--- config.mk ---
export PLATFORM = sky130hd
export DESIGN_NAME = adma_desc_fetch_flat
export DESIGN_NICKNAME = d
export VERILOG_FILES = /design/src/rtl/adma_pkg.sv /design/src/rtl/adma_desc_fetch_if.sv /design/src/rtl/adma_desc_decode.sv /design/src/rtl/adma_desc_fetch.sv /design/src/flat_wrapper.sv
export SDC_FILE = /design/constraint.sdc
export NUM_CORES = 1
export LEC_CHECK = 0
export CAP_MARGIN = 30
export CELL_PAD_IN_SITES_DETAIL_PLACEMENT = 0
export CELL_PAD_IN_SITES_GLOBAL_PLACEMENT = 1
export CORE_ASPECT_RATIO = 0.8
export CORE_MARGIN = 5
export CORE_UTILIZATION = 35
export CTS_CLUSTER_SIZE = 28
export DETAILED_ROUTE_END_ITERATION = 10
export PLACE_DENSITY_LB_ADDON = 0.1
export SLEW_MARGIN = 10
export SYNTH_ARGS = -nofsm -noshare
export SYNTH_HDL_FRONTEND = slang
export SYNTH_HIERARCHICAL = 1
export SYNTH_SLANG_ARGS = --single-unit
--- constraint.sdc ---
create_clock -name CLK -period 8.38 [get_ports CLK]
set_input_delay 2.095 -clock CLK [delete_from_list [all_inputs] [get_ports CLK]]
set_output_delay 2.095 -clock CLK [all_outputs]
set_load 0.01 [all_outputs]
--- src/rtl/adma_pkg.sv ---
// Shared definitions for the ADMA descriptor fetch engine: state and action
// encodings, descriptor bit positions and the decoded descriptor record.
package adma_pkg;

  typedef enum logic [1:0] {
    ST_STOP = 2'd0,
    ST_FDS  = 2'd1,
    ST_CADR = 2'd2,
    ST_TFR  = 2'd3
  } adma_state_e;

  typedef enum logic [1:0] {
    ACT_NOP  = 2'b00,
    ACT_RSV  = 2'b01,
    ACT_TRAN = 2'b10,
    ACT_LINK = 2'b11
  } adma_act_e;

  localparam int DESC_ADDR_LSB  = 32;
  localparam int DESC_LEN_LSB   = 16;
  localparam int DESC_ACT_LSB   = 4;
  localparam int DESC_INT_BIT   = 2;
  localparam int DESC_END_BIT   = 1;
  localparam int DESC_VALID_BIT = 0;

  // A zero length field means a full 64 KiB buffer.
  localparam logic [16:0] LEN_MAX = 17'h10000;

  typedef struct packed {
    logic [31:0] addr;
    logic [16:0] len;
    adma_act_e   act;
    logic        int_f;
    logic        end_f;
    logic        valid_f;
  } desc_fields_t;

  function automatic logic [16:0] expand_len(input logic [15:0] len_field);
    return (len_field == 16'h0000) ? LEN_MAX : {1'b0, len_field};
  endfunction

endpackage

--- src/rtl/adma_desc_fetch_if.sv ---
// Descriptor memory read port plus the descriptor hand-off to the transfer
// stage; master is the fetch engine, slave is memory/transfer side.
interface adma_desc_fetch_if;

  logic        mem_req;
  logic [63:0] mem_addr;
  logic        mem_ack;
  logic [63:0] mem_rdata;

  logic        desc_valid;
  logic        desc_ready;
  logic [31:0] desc_addr;
  logic [16:0] desc_len;
  logic        desc_dir;
  logic        xfer_done;

  modport master (
    output mem_req, mem_addr, desc_valid, desc_addr, desc_len, desc_dir,
    input  mem_ack, mem_rdata, desc_ready, xfer_done
  );

  modport slave (
    input  mem_req, mem_addr, desc_valid, desc_addr, desc_len, desc_dir,
    output mem_ack, mem_rdata, desc_ready, xfer_done
  );

endinterface

--- src/rtl/adma_desc_decode.sv ---
// Combinational split of a 64-bit ADMA descriptor into its fields, with
// length expansion and the aligned link target.
module adma_desc_decode
  import adma_pkg::*;
(
  input  logic [63:0]  desc,
  output desc_fields_t fields,
  output logic [63:0]  link_ptr
);

  logic unused_rsvd;

  always_comb begin
    fields.addr    = desc[DESC_ADDR_LSB +: 32];
    fields.len     = expand_len(desc[DESC_LEN_LSB +: 16]);
    fields.act     = adma_act_e'(desc[DESC_ACT_LSB +: 2]);
    fields.int_f   = desc[DESC_INT_BIT];
    fields.end_f   = desc[DESC_END_BIT];
    fields.valid_f = desc[DESC_VALID_BIT];
  end

  // Link targets are forced onto an 8-byte boundary in the low 4 GiB.
  assign link_ptr = {32'h0000_0000, desc[63:35], 3'b000};

  assign unused_rsvd = ^{desc[15:6], desc[3]};

endmodule

--- src/rtl/adma_desc_fetch.sv ---
// ADMA descriptor fetch engine: walks the descriptor table, follows links
// and hands transfer descriptors to the data transfer stage.
module adma_desc_fetch
  import adma_pkg::*;
(
  input  logic                     CLK,
  input  logic                     RESET,
  input  logic                     STOP,
  input  logic                     command_reg_write,
  input  logic                     command_reg_continue,
  input  logic                     direction,
  input  logic [63:0]              starting_address,
  adma_desc_fetch_if.master        bus,
  output logic [1:0]               adma_state,
  output logic                     done,
  output logic                     int_req,
  output logic                     adma_error
);

  adma_state_e  state;
  logic [63:0]  pointer;
  logic [63:0]  desc_reg;
  logic         dir_lat;
  logic         accepted;

  logic         mem_req_q;
  logic [63:0]  mem_addr_q;
  logic         desc_valid_q;
  logic [31:0]  desc_addr_q;
  logic [16:0]  desc_len_q;
  logic         desc_dir_q;

  desc_fields_t fields;
  logic [63:0]  link_ptr;
  logic [63:0]  seq_next;
  logic [63:0]  cadr_next;

  adma_desc_decode u_decode (
    .desc     (desc_reg),
    .fields   (fields),
    .link_ptr (link_ptr)
  );

  assign seq_next  = pointer + 64'd8;
  assign cadr_next = (fields.act == ACT_LINK) ? link_ptr : seq_next;

  // STOP overrides everything else in the same cycle; the pointer is left
  // untouched so a later continue refetches the interrupted descriptor.
  always_ff @(posedge CLK or posedge RESET) begin
    if (RESET) begin
      state        <= ST_STOP;
      pointer      <= '0;
      desc_reg     <= '0;
      dir_lat      <= 1'b0;
      accepted     <= 1'b0;
      mem_req_q    <= 1'b0;
      mem_addr_q   <= '0;
      desc_valid_q <= 1'b0;
      desc_addr_q  <= '0;
      desc_len_q   <= '0;
      desc_dir_q   <= 1'b0;
      done         <= 1'b0;
      int_req      <= 1'b0;
      adma_error   <= 1'b0;
    end else begin
      done       <= 1'b0;
      int_req    <= 1'b0;
      adma_error <= 1'b0;
      if (STOP) begin
        state        <= ST_STOP;
        mem_req_q    <= 1'b0;
        desc_valid_q <= 1'b0;
        accepted     <= 1'b0;
      end else begin
        case (state)
          ST_STOP: begin
            if (command_reg_write) begin
              if (starting_address[2:0] != 3'b000) begin
                adma_error <= 1'b1;
              end else begin
                pointer    <= starting_address;
                dir_lat    <= direction;
                mem_addr_q <= starting_address;
                mem_req_q  <= 1'b1;
                state      <= ST_FDS;
              end
            end else if (command_reg_continue) begin
              mem_addr_q <= pointer;
              mem_req_q  <= 1'b1;
              state      <= ST_FDS;
            end
          end
          ST_FDS: begin
            if (bus.mem_ack) begin
              desc_reg  <= bus.mem_rdata;
              mem_req_q <= 1'b0;
              state     <= ST_CADR;
            end
          end
          ST_CADR: begin
            if (!fields.valid_f) begin
              adma_error <= 1'b1;
              state      <= ST_STOP;
            end else if (fields.act == ACT_TRAN) begin
              desc_valid_q <= 1'b1;
              desc_addr_q  <= fields.addr;
              desc_len_q   <= fields.len;
              desc_dir_q   <= dir_lat;
              accepted     <= 1'b0;
              state        <= ST_TFR;
            end else begin
              pointer <= cadr_next;
              if (fields.end_f) begin
                done  <= 1'b1;
                state <= ST_STOP;
              end else begin
                mem_addr_q <= cadr_next;
                mem_req_q  <= 1'b1;
                state      <= ST_FDS;
              end
            end
          end
          ST_TFR: begin
            // Completion only counts once the descriptor has been accepted.
            if (desc_valid_q && bus.desc_ready) begin
              desc_valid_q <= 1'b0;
              accepted     <= 1'b1;
            end else if (accepted && bus.xfer_done) begin
              pointer  <= seq_next;
              int_req  <= fields.int_f;
              accepted <= 1'b0;
              if (fields.end_f) begin
                done  <= 1'b1;
                state <= ST_STOP;
              end else begin
                mem_addr_q <= seq_next;
                mem_req_q  <= 1'b1;
                state      <= ST_FDS;
              end
            end
          end
          default: state <= ST_STOP;
        endcase
      end
    end
  end

  assign adma_state     = state;
  assign bus.mem_req    = mem_req_q;
  assign bus.mem_addr   = mem_addr_q;
  assign bus.desc_valid = desc_valid_q;
  assign bus.desc_addr  = desc_addr_q;
  assign bus.desc_len   = desc_len_q;
  assign bus.desc_dir   = desc_dir_q;

endmodule

--- src/flat_wrapper.sv ---
// flat-port wrapper written by rule: the top's interface ports become plain ports
module adma_desc_fetch_flat import adma_pkg::*;
  (CLK, RESET, STOP, command_reg_write, command_reg_continue, direction, starting_address, adma_state, done, int_req, adma_error, bus_mem_req, bus_mem_addr, bus_desc_valid, bus_desc_addr, bus_desc_len, bus_desc_dir, bus_mem_ack, bus_mem_rdata, bus_desc_ready, bus_xfer_done);
  adma_desc_fetch_if bus_i ();
  input  logic CLK;
  input  logic RESET;
  input  logic STOP;
  input  logic command_reg_write;
  input  logic command_reg_continue;
  input  logic direction;
  input  logic [63:0] starting_address;
  output logic [1:0] adma_state;
  output logic done;
  output logic int_req;
  output logic adma_error;
  output wire logic [$bits(bus_i.mem_req)-1:0] bus_mem_req;
  output wire logic [$bits(bus_i.mem_addr)-1:0] bus_mem_addr;
  output wire logic [$bits(bus_i.desc_valid)-1:0] bus_desc_valid;
  output wire logic [$bits(bus_i.desc_addr)-1:0] bus_desc_addr;
  output wire logic [$bits(bus_i.desc_len)-1:0] bus_desc_len;
  output wire logic [$bits(bus_i.desc_dir)-1:0] bus_desc_dir;
  input wire logic [$bits(bus_i.mem_ack)-1:0] bus_mem_ack;
  input wire logic [$bits(bus_i.mem_rdata)-1:0] bus_mem_rdata;
  input wire logic [$bits(bus_i.desc_ready)-1:0] bus_desc_ready;
  input wire logic [$bits(bus_i.xfer_done)-1:0] bus_xfer_done;
  assign bus_mem_req = bus_i.mem_req;
  assign bus_mem_addr = bus_i.mem_addr;
  assign bus_desc_valid = bus_i.desc_valid;
  assign bus_desc_addr = bus_i.desc_addr;
  assign bus_desc_len = bus_i.desc_len;
  assign bus_desc_dir = bus_i.desc_dir;
  assign bus_i.mem_ack = bus_mem_ack;
  assign bus_i.mem_rdata = bus_mem_rdata;
  assign bus_i.desc_ready = bus_desc_ready;
  assign bus_i.xfer_done = bus_xfer_done;
  adma_desc_fetch u_core (.CLK(CLK), .RESET(RESET), .STOP(STOP), .command_reg_write(command_reg_write), .command_reg_continue(command_reg_continue), .direction(direction), .starting_address(starting_address), .bus(bus_i), .adma_state(adma_state), .done(done), .int_req(int_req), .adma_error(adma_error));
endmodule
==> results_dict.tcl <==
set metrics [dict create \
    worst_setup_path_start_kind "input port" \
    crit_fanout 27 \
    worst_slew_pin_slew_ns 1.04 \
    avgViaCountPerCell 5.36 \
    num_io_pins 258 \
    syn_area_sq_um 13700 \
    dieWidth_microns 232 \
    antenna_found_initial 2 \
    period_share_pct 54.7 \
    firstDrtPassIters 5 \
    skew_ns 0.0106 \
    initial_core_util_pct 35.7 \
    r2r_start "u_core/pointer[3]$_DFFE_PP0P_" \
    crit_type "in2reg" \
    worst-path-buf-inv 2 \
    core-area_sq_um 38500 \
    route.detailed.drc 0 \
    whs_path_depth 2 \
    crit_family "simple AND/OR/NAND/NOR gates" \
    hp-start "u_core/bus.mem_addr[4]$_DFFE_PP0P_" \
    post-route-min-period_ns 4.59 \
    drive_gt1_share_pct 14.0 \
    vias 11257 \
    cts_made_buffers 27 \
    rows 64 \
    setup_tns_ns 0 \
    maxSlewHeadroom_pct 30.1 \
    die_h_microns 187 \
    cp_data_required_time_ns 8.79 \
    hold_ws_ns 0.478 \
    critPathMostFrequentCell "nor3_1" \
    die_area_sq_um 43300 \
    postSynthAreaPerCell_sq_um 9.50 \
    clock_latency_ns 0.54 \
    rsz0062_at_grt "false" \
    wire_per_inst_microns 21.6 \
    p_leak_nw 6.83 \
    hold_end "u_core/bus.mem_addr[4]$_DFFE_PP0P_" \
    gr-total-overflow 0 \
    grt_max_degree 157 \
    hold_class "reg2reg" \
    hold_violations 0 \
    postCtsSetupBuffers 0 \
    r2r-end "u_core/pointer[63]$_DFFE_PP0P_" \
    ff2ff_setup_slack_ns 4.85 \
    vdd_drop_max_mv 0.142 \
    finalSetupViolCount 0 \
    status "finished clean" \
    syn_inst 1446 \
    numPortBuffers 246 \
    cts_resized 0 \
    clock-sinks 240 \
    cp-end-kind "flip-flop" \
    grt_pass1_wl_mm 69.9 \
    cpPeakStageDelay_ns 0.54 \
    r2r_cells 7 \
    cts_max_level 1 \
    cap_violations 0 \
    hpwl_mm 31.1 \
    grt_pass1_vias 11025 \
    cts_buffer_depth 3 \
    cts.root.buffer_cell "clkbuf_16" \
    clk_pin_slew_ns 0.06 \
    cts_hold_buf 0 \
    grt_usage_pct 20.3 \
    finalPower_w 0.00531 \
    drv_slew 0 \
    cts_tree "yes" \
    antenna_left 0 \
    nNetsFinal 1691 \
    area_delta_synth_final_pct 22.2 \
    gp_congestion 0.851 \
    cp_slowest_cell "nand3_1" \
    powerDensity_nw_per_um2 316 \
    max_freq_mhz 218 \
    drt-total-wl_mm 45.3 \
    synth_warnings 6 \
    crit_chain "clkdlybuf4s50_1 -> nor3_1 -> nor3b_1 -> nor3_1 -> nand3_1 -> buf_4 -> a2111oi_0 -> nor2_1" \
    first_iter_violations 907 \
    cp.arrival_ns 5.00 \
]
## tightest hold or removal path: stages, from the launching register on
cell and delay (ns):
dfrtp_1 0.34, nand2_1 0.04, o21ai_0 0.06
## stage by stage
| step | utilization, % | std cells | instance area, sq um | setup slack [ns] |
|---|---|---|---|---|
| final | 43.6 | 2102 | 16800 | 3.79 |
| after global routing | 43.6 | 2101 | 16800 | 3.67 |
| after CTS | 43.6 | 2101 | 16800 | 3.79 |
| after floorplan | - | 1480 | 13900 | 3.14 |
| after detailed placement | 41.3 | 2052 | 15900 | 3.23 |
| after global placement | 41.3 | 2051 | 15900 | 2.81 |
## metal layers
| layer | global-route usage [%] | wire, microns | part of all wire (%) | vias to the layer above |
|---|---|---|---|---|
| met5 | 0 | 27 | 0.060 | - |
| met4 | 3.59 | 787 | 1.7 | 4 |
| met3 | 3.63 | 2490 | 5.5 | 50 |
| met2 | 31.1 | 20200 | 45 | 296 |
| met1 | 30.5 | 21800 | 48 | 5581 |
| li1 | - | - | - | 5326 |
## layout make-up
type / count / area, sq um
inverter: 20 / 78.8
antenna: 1 / 2.50
multi-input combinational: 998 / 6540
timing repair buffer: 266 / 2640
clock inverter: 9 / 97.6
fill: 3743 / 21700
tap: 528 / 661
sequential: 240 / 6010
clock buffer: 40 / 764
## placed cells by master, fill, tap and decap left out, types with 4 or more instances in the layout
| cell type | instances |
|---|---|
| a21oi_1 | 83 |
| a221o_1 | 7 |
| a221oi_1 | 16 |
| a222oi_1 | 11 |
| a22oi_1 | 20 |
| a311oi_1 | 4 |
| a31oi_1 | 37 |
| and3_1 | 15 |
| and4_1 | 7 |
| buf_4 | 19 |
| clkbuf_1 | 9 |
| clkbuf_16 | 27 |
| clkbuf_8 | 4 |
| clkdlybuf4s50_1 | 245 |
| clkinv_2 | 6 |
| conb_1 | 35 |
| dfrtp_1 | 239 |
| inv_1 | 17 |
| mux2_2 | 137 |
| mux2i_1 | 30 |
| nand2_1 | 137 |
| nand3_1 | 35 |
| nand4_1 | 26 |
| nor2_1 | 124 |
| nor3_1 | 27 |
| nor4_1 | 30 |
| o211ai_1 | 11 |
| o21ai_0 | 74 |
| o22a_1 | 11 |
| o22ai_1 | 5 |
| o2bb2ai_1 | 5 |
| o31a_1 | 4 |
| o32a_1 | 5 |
| or3_1 | 5 |
| or4_1 | 5 |
| xnor2_1 | 25 |
| xor2_1 | 14 |
## where the power goes
| group | internal, W | leakage, nW | switching, W |
|---|---|---|---|
| logic | 0.00100 | 3.46 | 0.000835 |
| clock network | 0.000690 | 0.424 | 0.000495 |
| registers | 0.00167 | 2.95 | 0.000620 |
## worst max-delay path by stage
stage	startpoint	slack, ns	to	cells after the start
after floorplan	RESET	3.14	u_core/accepted$_DFFE_PP0P_	1
after global placement	starting_address[2]	2.81	u_core/bus.mem_addr[52]$_DFFE_PP0P_	8
after detailed placement	starting_address[2]	3.23	u_core/bus.mem_addr[23]$_DFFE_PP0P_	8
after CTS	starting_address[2]	3.79	u_core/bus.mem_addr[23]$_DFFE_PP0P_	8
after global routing	starting_address[2]	3.67	u_core/bus.mem_addr[23]$_DFFE_PP0P_	8
final	starting_address[2]	3.79	u_core/bus.mem_addr[23]$_DFFE_PP0P_	8
No activity file was read; power rests on OpenSTA's default activity.
